[src/rtl/memory_dp_sync.sv]
`default_nettype none
// ============================================================================
// Module   : memory_dp_sync
// Brief    : Dual-port synchronous storage array with post-reset clear sweep,
//            registered read data (latency 1 or 2) and selectable collision mode.
// Revision : 1.0
// ============================================================================
module memory_dp_sync #(
    parameter int                    DATA_WIDTH   = 9,
    parameter int                    ADDR_WIDTH   = 4,
    parameter int                    READ_LATENCY = 1,
    parameter int                    BYPASS       = 1,
    parameter logic [DATA_WIDTH-1:0] INIT_VALUE   = '0
) (
    input  logic                  clk,
    input  logic                  reset,
    input  logic                  we,
    input  logic [ADDR_WIDTH-1:0] write_addr,
    input  logic [DATA_WIDTH-1:0] data_in,
    input  logic                  re,
    input  logic [ADDR_WIDTH-1:0] read_addr,
    output logic [DATA_WIDTH-1:0] data_out,
    output logic                  data_valid,
    output logic                  init_busy
);

    localparam int              c_DEPTH = 2 ** ADDR_WIDTH;
    localparam int              c_CW    = ADDR_WIDTH + 1;
    localparam logic [c_CW-1:0] c_LAST  = c_CW'(c_DEPTH - 1);
    localparam logic [c_CW-1:0] c_ONE   = c_CW'(1);

    typedef enum logic [0:0] {
        ST_INIT  = 1'b0,
        ST_READY = 1'b1
    } state_t;

    state_t                r_state;
    logic [c_CW-1:0]       r_cnt;
    logic                  r_busy;
    logic [DATA_WIDTH-1:0] r_mem [c_DEPTH];
    logic [DATA_WIDTH-1:0] r_data_out;
    logic                  r_data_valid;

    logic                  w_ready;
    logic                  w_wen;
    logic [ADDR_WIDTH-1:0] w_waddr;
    logic [DATA_WIDTH-1:0] w_wdata;
    logic                  w_rd_req;
    logic                  w_collide;
    logic [DATA_WIDTH-1:0] w_rd_data;
    logic                  w_stage_valid;
    logic [DATA_WIDTH-1:0] w_stage_data;

    always_ff @(posedge clk) begin
        if (reset) begin
            r_state <= ST_INIT;
            r_cnt   <= '0;
            r_busy  <= 1'b1;
        end else begin
            case (r_state)
                ST_INIT: begin
                    r_cnt <= r_cnt + c_ONE;
                    if (r_cnt == c_LAST) begin
                        r_state <= ST_READY;
                        r_busy  <= 1'b0;
                    end
                end
                ST_READY: begin
                    r_busy <= 1'b0;
                end
                default: begin
                    r_state <= ST_INIT;
                    r_cnt   <= '0;
                    r_busy  <= 1'b1;
                end
            endcase
        end
    end

    assign w_ready = (r_state == ST_READY);

    // The sweep owns the write port until READY; reset itself never writes.
    always_comb begin
        w_wen   = 1'b0;
        w_waddr = write_addr;
        w_wdata = data_in;
        if (!reset) begin
            if (!w_ready) begin
                w_wen   = 1'b1;
                w_waddr = r_cnt[ADDR_WIDTH-1:0];
                w_wdata = INIT_VALUE;
            end else if (we) begin
                w_wen = 1'b1;
            end
        end
    end

    always_ff @(posedge clk) begin
        if (w_wen) begin
            r_mem[w_waddr] <= w_wdata;
        end
    end

    assign w_rd_req  = w_ready && re && !reset;
    assign w_collide = we && (write_addr == read_addr);
    assign w_rd_data = ((BYPASS != 0) && w_collide) ? data_in : r_mem[read_addr];

    generate
        if (READ_LATENCY >= 2) begin : g_lat2
            logic [DATA_WIDTH-1:0] r_pipe_data;
            logic                  r_pipe_valid;

            always_ff @(posedge clk) begin
                if (reset) begin
                    r_pipe_valid <= 1'b0;
                    r_pipe_data  <= '0;
                end else begin
                    r_pipe_valid <= w_rd_req;
                    if (w_rd_req) begin
                        r_pipe_data <= w_rd_data;
                    end
                end
            end

            assign w_stage_valid = r_pipe_valid;
            assign w_stage_data  = r_pipe_data;
        end else begin : g_lat1
            assign w_stage_valid = w_rd_req;
            assign w_stage_data  = w_rd_data;
        end
    endgenerate

    // data_out only moves on a completed read, so it holds between reads.
    always_ff @(posedge clk) begin
        if (reset) begin
            r_data_valid <= 1'b0;
            r_data_out   <= '0;
        end else begin
            r_data_valid <= w_stage_valid;
            if (w_stage_valid) begin
                r_data_out <= w_stage_data;
            end
        end
    end

    assign data_out   = r_data_out;
    assign data_valid = r_data_valid;
    assign init_busy  = r_busy;

endmodule
`default_nettype wire

[config.mk]
export PLATFORM = sky130hd
export DESIGN_NAME = memory_dp_sync
export DESIGN_NICKNAME = d
export VERILOG_FILES = /design/src/rtl/memory_dp_sync.sv
export SDC_FILE = /design/constraint.sdc
export NUM_CORES = 1
export LEC_CHECK = 0
export ABC_AREA = 1
export BUFFER_PORTS_ARGS = -buffer_cell sky130_fd_sc_hd__buf_2
export CORE_MARGIN = 3
export CORE_UTILIZATION = 57
export DETAILED_ROUTE_END_ITERATION = 12
export PLACE_DENSITY = 0.83
export SETUP_SLACK_MARGIN = 0.2
export SYNTH_ARGS = -nofsm -noshare
export SYNTH_HDL_FRONTEND = slang
export SYNTH_SLANG_ARGS = --single-unit
[constraint.sdc]
create_clock -name clk -period 2.4 [get_ports clk]
set_clock_uncertainty 0.15 [all_clocks]
set_input_delay 0.36 -clock clk [delete_from_list [all_inputs] [get_ports clk]]
set_output_delay 0.36 -clock clk [all_outputs]
set_load 0.01 [all_outputs]
# Yosys cells after proc, flatten, opt, wreduce, memory -nomap -nowiden
# Memories as Yosys holds them, arrays and structs flattened. A register that Yosys moved wholly into a read port is not among the register bits.
# Index checks and enable logic that the tools add are counted.
[classes] muxes=13 bitwise=1 reduce_logical=3 n_addsub=1 n_eq_ne=2
[op_table] op="$mux 9" count=2
[op_table] op="$mux 1" count=8
[op_table] op="$mux 4" count=2
[op_table] op="$add 5x1->5 const B" count=1
[op_table] op="$eq 5x4->1 const B" count=1
[op_table] op="$logic_and 1x1->1" count=2
[op_table] op="$ne 2x2->1 const B" count=1
[op_table] op="$pmux 1 s2" count=1
[op_table] op="$logic_not 1->1" count=1
[op_table] op="$not 1->1" count=1
[totals] memories=1 ff_bits=8 in_bits=21 mem_bits_rw=144 out_inout_bits=11
[mem_list] name="r_mem" depth=16 width=9 rd=1 rd_clocked_by_memory_dff=1 wr=1 line_no="40" source="logic [DATA_WIDTH-1:0] r_mem [c_DEPTH];"

# Longest topological paths before layout
# Gate-level depths: netlist (run 1).
[logic_depth] word_depth=5 mapped_depth=13 ltp_nobuf=11

# Worst setup path before layout (run 1)
# OpenSTA, ideal clock, no wires.
[synth_path] path_kind="input to register" from="input reset" to="memory r_mem[13][0] (enable)" arrival_time_ns=1.385 path_slack_ns=0.491 path_stages=8 cell_sequence="buf_6 > inv_4 > nand2_4 > nand2_1 > nand2_1 > inv_1 > nand3_1 > nor2_1"
[synth_between] elab_chain_len=3
[synth_lines] element="start: declaration" line_no="16" source="input logic reset,"
[synth_lines] element="$mux 1" line_no="87" source="if (!reset) begin"
[synth_lines] element="$mux 1" line_no="99" source="if (w_wen) begin"
[synth_lines] element="$mux 1 (implied by the code)" line_no="100" source="r_mem[w_waddr] <= w_wdata;"
[synth_lines] element="end: declaration" line_no="40"
# Several ways; a longest one is shown, not always the timed one.

# Worst setup path in the final report (run 1)
[layout_path] from="register r_state" to="memory r_mem[3][5] (enable)"
[layout_between] elab_chain_len=4
[layout_lines] element="start: declaration" line_no="37" source="state_t r_state;"
[layout_lines] element="start signal: assignment" line_no="56" source="r_state <= ST_INIT;"
[layout_lines] element="start signal: assignment" line_no="64" source="r_state <= ST_READY;"
[layout_lines] element="start signal: assignment" line_no="72" source="r_state <= ST_INIT;"
[layout_lines] element="$mux 1" line_no="88" source="if (!w_ready) begin"
[layout_lines] element="$mux 1" line_no="87"
[layout_lines] element="$mux 1" line_no="99"
[layout_lines] element="$mux 1 (implied by the code)" line_no="100"
# Several ways; a longest one is shown, not always the timed one.

==> results by group, run 1 <==
Route
  – Wl on met1: 6825 µm
  – Vias: 5329
  – DR WL met3: 1218 µm
  – Routed WL per cell: 17.45 µm
  – Detailed Route Iter0 Violations: 677
  – Number of routed nets with antenna violations: 0
  – DR top layer: met4
  – DRC errors left: 0
  – Routed wire length: 17150 µm
  – Vias/cell: 5.421
  – DR pass1 iterations: 6
  – Metal2 WL: 8721 µm

STA
  – Worst slew pin tran: 571.9 ps
  – Post-layout min period: 2007 ps
  – Unrepaired setup endpoints after global routing: no
  – Setup Total Neg Slack: 0 ps
  – Final setup violation count: 0
  – F_max: 498.1 MHz
  – Final setup margin: 392.6 ps
  – Hold_ws: 122.4 ps
  – Slew margin rel.: 61.82%
  – Final period util: 83.64%
  – Max-slew violations: 0
  – Final hold vios: 0

Layout
  – Layout cells sized above 1: approximately 14%
  – Area Overhead vs Synth: 15.14%
  – Diode count: 0
  – Nets@finish: 825
  – Fill count: 888

Clocking
  – CTS resizes: 0
  – Maximum root-to-sink buffer count: 2
  – CTS Hold Bufs: 0
  – CTS Buf Count: 17
  – Number of H-tree levels: 4
  – Clock slew at reported path FFs: 60 ps
  – Clk_lat worst skew: between 400 and 500 ps
  – Clock tree root buffer cell: clkbuf_16
  – Post CTS Setup Buffer Count: 0
  – CTS tree: yes
  – CTS sink cnt: 161

Place
  – Number of I/O port buffers: 31
  – Post-DP HPWL: 11160 µm
  – Gpl congestion: 0.9262
  – Pre-CTS setup slack: 366.5 ps

Yosys
  – Register bit count reported by yosys: 161
  – Syn. warnings: 0
  – Netlist cell types: 30
  – Sequential share of the synthesized area: 64.44%
  – Avg Cell Area, Syn: 9.651 µm²
  – Post-Synthesis Net Count: ~770
  – Syn Inst Count: 750
  – Mapped cell area: 7238 µm²

Worst setup path
  – Critical Path RT: 2380 ps
  – Startpoint types: flop
  – Worst-path fanout max: 16
  – CP Class: flop to flop
  – Worst Path Arrival: 1990 ps
  – Worst setup EP type: flop

Floorplanning
  – I/O pin cnt: 32
  – Die Y: approximately 120 µm
  – Initial Util: 59.27%
  – Die area: 14090 µm²
  – Site row count: 40
  – Die width: 118.7 µm
  – Core Area: ~12000 µm²

GRT
  – Pin count of the biggest net entering global routing: 56
  – Vias in the first global route: 5355
  – Initial antenna violation count: 0
  – First-pass GRT wire length: 27650 µm
  – GRT Total Usage: 25.55%
  – Gr ovfl total: 0

Run
  – MaxCap Viol Count: 0

Run status
  – Status: completed

Power
  – Peak VDD IR: 0.0006224 V
  – P per Cell Area: 787.8 nW/µm²
  – Leakage: between 3 and 4 nW

Hold path
  – Hold WC Path Type: primary input to flop
cells by family after synthesis:
kind of cell,count (synthesis),synth area share (%)
simple gates,422,25.31
flops,161,64.44
buf+inv,132,7.502
compound gates,33,2.403
fa+ha+maj,2,0.3457
placed cells by master, fill, tap and decap left out:
master	synthesis	final
nand2_1	290	290
edfxtp_1	144	144
inv_1	95	95
nand3_1	79	79
buf_4	1	33
buf_2	17	31
nor2_1	19	19
o21ai_0	19	19
clkbuf_16	0	17
dfxtp_1	17	17
nand2_2	10	10
a21oi_1	10	10
nand4_1	9	9
nor3_1	5	5
bufinv_16	0	5
clkbuf_1	7	5
inv_4	3	3
nor2_8	3	3
nand2_4	2	2
inv_2	2	2
nand3_2	2	2
ha_1	2	2
clkinv_4	0	2
o21ai_2	1	1
a31oi_1	1	1
nor4_1	1	1
clkinv_1	1	1
nor2_2	1	1
o211ai_1	1	1
nand3_4	1	1
o22ai_1	1	1
inv_6	0	1
clkinv_2	0	1
clkbuf_8	0	1
Yosys cell counts, drive strengths merged:
| master | count | area, µm² |
|---|---|---|
| a21oi | 10 | 50.05 |
| a31oi | 1 | 6.260 |
| buf | 24 | 130.1 |
| clkbuf | 7 | 26.28 |
| clkinv | 1 | 3.750 |
| dfxtp | 17 | 340.3 |
| edfxtp | 144 | 4324 |
| ha | 2 | 25.02 |
| inv | 100 | 382.9 |
| nand2 | 302 | 1174 |
| nand3 | 82 | 432.9 |
| nand4 | 9 | 56.30 |
| nor2 | 23 | 137.6 |
| nor3 | 5 | 25.02 |
| nor4 | 1 | 6.260 |
| o211ai | 1 | 7.510 |
| o21ai | 20 | 103.9 |
| o22ai | 1 | 6.260 |
area by class of cell:
cell class	instances	area (µm²)	area share, %
sequential	161	4664	55.97
multi-input combinational	457	2031	24.37
clock buffer	23	457.9	5.495
timing repair buffer	64	402.9	4.834
inverter	101	386.6	4.639
tap	168	210.2	2.522
clock inverter	9	181.4	2.177
metrics by stage:
| stage | total power, W | instance area (µm²) | utilization, % | cells |
|---|---|---|---|---|
| after floorplan | 0.003518 | 7238 | - | 750 |
| after global placement | 0.003678 | 7695 | 63.01 | 951 |
| after detailed placement | 0.003692 | 7695 | 63.01 | 951 |
| after CTS | 0.006577 | 8334 | 68.25 | 983 |
| after global routing | 0.006766 | 8334 | 68.25 | 983 |
| final | 0.006565 | 8334 | 68.25 | 983 |
path summary, 6_finish.rpt:
kind                     startpoint  depth (start not counted)  slack (ps)                      to
max              r_state$_SDFF_PP0_                          7         390   r_mem[3][5]$_DFFE_PP_
max reg2reg      r_state$_SDFF_PP0_                          7         390   r_mem[3][5]$_DFFE_PP_
min                           reset                          2         120      r_state$_SDFF_PP0_
min reg2reg  init_busy$_SDFFE_PP1P_                          2         310  init_busy$_SDFFE_PP1P_
worst max-delay path, cell delays in order, from the launching register on:
cell and delay [ps]:
dfxtp_1 560, inv_4 90, nand2_4 170, nand2_1 110
nand2_1 110, nand3_1 170, nor2_1 150, buf_4 200
sequential cells by signal, summed over array words and instances, names as in the netlist:
register,cells
data_out,9
r_mem,144
r_state,1
r_cnt,5
init_busy,1
data_valid,1
layer usage:
metal  track usage (%)  vias up
met5                 0        -
met4             10.79        0
met3             4.976       39
met2             43.20      237
met1             32.29     2513
li1                  -     2540
power breakdown:
group	leakage (nW)	internal, W	switching (W)
Clock	0.310	0.00188	0.00104
Sequential	1.46	0.00311	0.0000173
Combinational	1.89	0.000144	0.000374
Note: power is estimated with default switching activity, not from simulation.
==> run 2: changes to the inputs <==
Settings changed: CORE_UTILIZATION 57 to 55.
Clock period 2.4 ns to 1.8 ns, I/O delays scaled along.
==> results by group, run 2 (same netlist as run 1, synthesis figures left out) <==
Run status
  – Status: finished with violations
  – Violated checks: negative setup slack

Floorplanning
  – Die Y: 120.7 µm (+1.7%)
  – I/O pin cnt: 32 (unchanged)
  – Initial Util: 56.89% (-2.4 points)
  – Die width: 120.7 µm (+1.7%)
  – Die area: 14570 µm² (+3.5%)
  – Core Area: 12720 µm² (+4.2%)
  – Site row count: 41 (+2.5%)

Clocking
  – Clk_lat worst skew: 430 ps (about the same)
  – CTS Hold Bufs: 0 (unchanged)
  – Number of H-tree levels: 4 (unchanged)
  – CTS sink cnt: 161 (unchanged)
  – Maximum root-to-sink buffer count: 2 (unchanged)
  – CTS tree: yes
  – CTS Buf Count: 17 (unchanged)
  – Clock slew at reported path FFs: 80 ps (+20 ps)
  – Clock tree root buffer cell: clkbuf_16

Worst setup path
  – Worst-path fanout max: 9 (-7)
  – Worst Path Arrival: 1840 ps (-150 ps)
  – Worst setup EP type: flop
  – Critical Path RT: 1750 ps (-630 ps)
  – CP Class: flop to flop
  – Startpoint types: flop

Layout
  – Commonest non-fill, non-tap cells in the layout: nand2_1, edfxtp_1, inv_1
  – Diode count: 0 (unchanged)
  – Nets@finish: 856 (+3.8%)
  – Area Overhead vs Synth: 32.22%
  – Layout cells sized above 1: 26.12% (+12 points)
  – Max reg flops: 144 (unchanged)
  – Commonest non-fill, non-tap cell in the layout: nand2_1
  – Register name with the most flops: r_mem
  – Final Cell Area: 9570 µm² (+15%)
  – Fill count: 714 (-20%)
  – Finished Core Util: 75.23% (+7.0 points)

Route
  – Vias: 6207 (+16%)
  – Routed wire length: 24810 µm (+45%)
  – DRC errors left: 0 (unchanged)
  – Vias/cell: 6.097 (+12%)
  – Number of routed nets with antenna violations: 0 (unchanged)
  – Routed WL per cell: 24.37 µm (+40%)
  – Detailed Route Iter0 Violations: 1303 (+92%)
  – DR pass1 iterations: 10 (+4)

Power
  – P per Cell Area: 947.2 nW/µm² (+20%)
  – Leakage: 3.964 nW (+8.3%)
  – Peak VDD IR: 0.0008989 V (+44%)

Run
  – MaxCap Viol Count: 0 (unchanged)

Place
  – Post-DP HPWL: 11280 µm (+1.0%)
  – Number of I/O port buffers: 31 (unchanged)
  – DP Area: 7970 µm² (+3.6%)
  – Gpl congestion: 0.8954 (-3.3%)

STA
  – F_max: 530.6 MHz (+6.5%)
  – Worst slew pin tran: 332.3 ps (-239.6 ps)
  – Max-slew violations: 0 (unchanged)
  – Final hold vios: 0 (unchanged)
  – Slew margin rel.: 77.61% (+16 points)
  – Final period util: 104.7% (+21 points)
  – Final setup margin: -84.52 ps (-477.1 ps)
  – Final setup violation count: 108 (+108)
  – Unrepaired setup endpoints after global routing: yes
  – Post-layout min period: 1885 ps (-122.9 ps)

GRT
  – First-pass GRT wire length: 29880 µm (+8.1%)
  – Vias in the first global route: 5641 (+5.3%)
  – GRT Total Usage: 27.63% (+2.1 points)
  – Pin count of the biggest net entering global routing: 47 (-16%)
  – Gr ovfl total: 0 (unchanged)
  – Initial antenna violation count: 0 (unchanged)

Hold path
  – Hold WC Path Type: primary input to flop
## run 2: cell types whose count changed in the layout (fill, tap and decap cells not counted), sizes merged
cell | previous run | this run
bufinv | 5 | 3
clkinv | 4 | 8
nand3 | 82 | 83
nor2 | 23 | 32
buf | 64 | 78
clkbuf | 23 | 25
clkinvlp | 0 | 4
inv | 101 | 100
## run 2: repair_timing
action	in CTS	in global routing
endpoints found under the setup margin	169	290
pin swaps	29	27
buffers inserted	12	7
gates resized for setup	30	106
gates cloned	4	13
## run 2: final timing paths
path         cells after the start  slack (ps)                       end                     start
max                              6         -80     r_mem[8][3]$_DFFE_PP_        r_state$_SDFF_PP0_
min                              3         120     data_valid$_SDFF_PP0_                        re
max reg2reg                      6         -80     r_mem[8][3]$_DFFE_PP_        r_state$_SDFF_PP0_
min reg2reg                      2         330  data_out[3]$_SDFFE_PP0P_  data_out[3]$_SDFFE_PP0P_
## run 2: cell type report
| class | count | area [µm²] | share of cell area [%] |
|---|---|---|---|
| Sequential cell | 161 | 4668 | 48.78 |
| Tap cell | 172 | 215.2 | 2.249 |
| Inverter | 101 | 464.2 | 4.850 |
| Multi-Input combinational cell | 467 | 2675 | 27.95 |
| Clock inverter | 14 | 163.9 | 1.713 |
| Clock buffer | 18 | 429.2 | 4.484 |
| Timing Repair Buffer | 85 | 954.7 | 9.975 |
## run 2: worst max-delay path, stage by stage (launching register included)
cell,delay (ps)
dfxtp_2,340
buf_6,140
nor2_8,170
nand2_4,90
nand2_8,130
nand3_4,210
nor2_4,320
## run 2: per-layer routing
metal	track usage [%]	up-vias	share of wire, %
li1	-	2624	-
met1	34.57	2844	33
met2	44.15	546	45
met3	7.203	193	14
met4	15.01	0	8.4
met5	0	-	0
## run 2: power by group
part           internal (W)  total (W)  switching, W  leakage [nW]
Combinational      0.000390    0.00118      0.000795          2.21
Sequential          0.00415    0.00418     0.0000262          1.46
Clock               0.00218    0.00370       0.00152         0.288
Total               0.00672    0.00907       0.00235          3.96
## run 2: stage by stage
step	power (W)	TNS, ps	hold WS, ps	worst slack, ps	std cells
after floorplan	0.004770	0	310.4	169.3	750
after global placement	0.005004	0	275.4	12.88	950
after detailed placement	0.005025	-1326	304.2	-107.7	950
after CTS	0.008667	0	63.54	14.05	998
after global routing	0.009262	-9749	110.5	-115.7	1018
final	0.009065	-3720	117.2	-84.52	1018
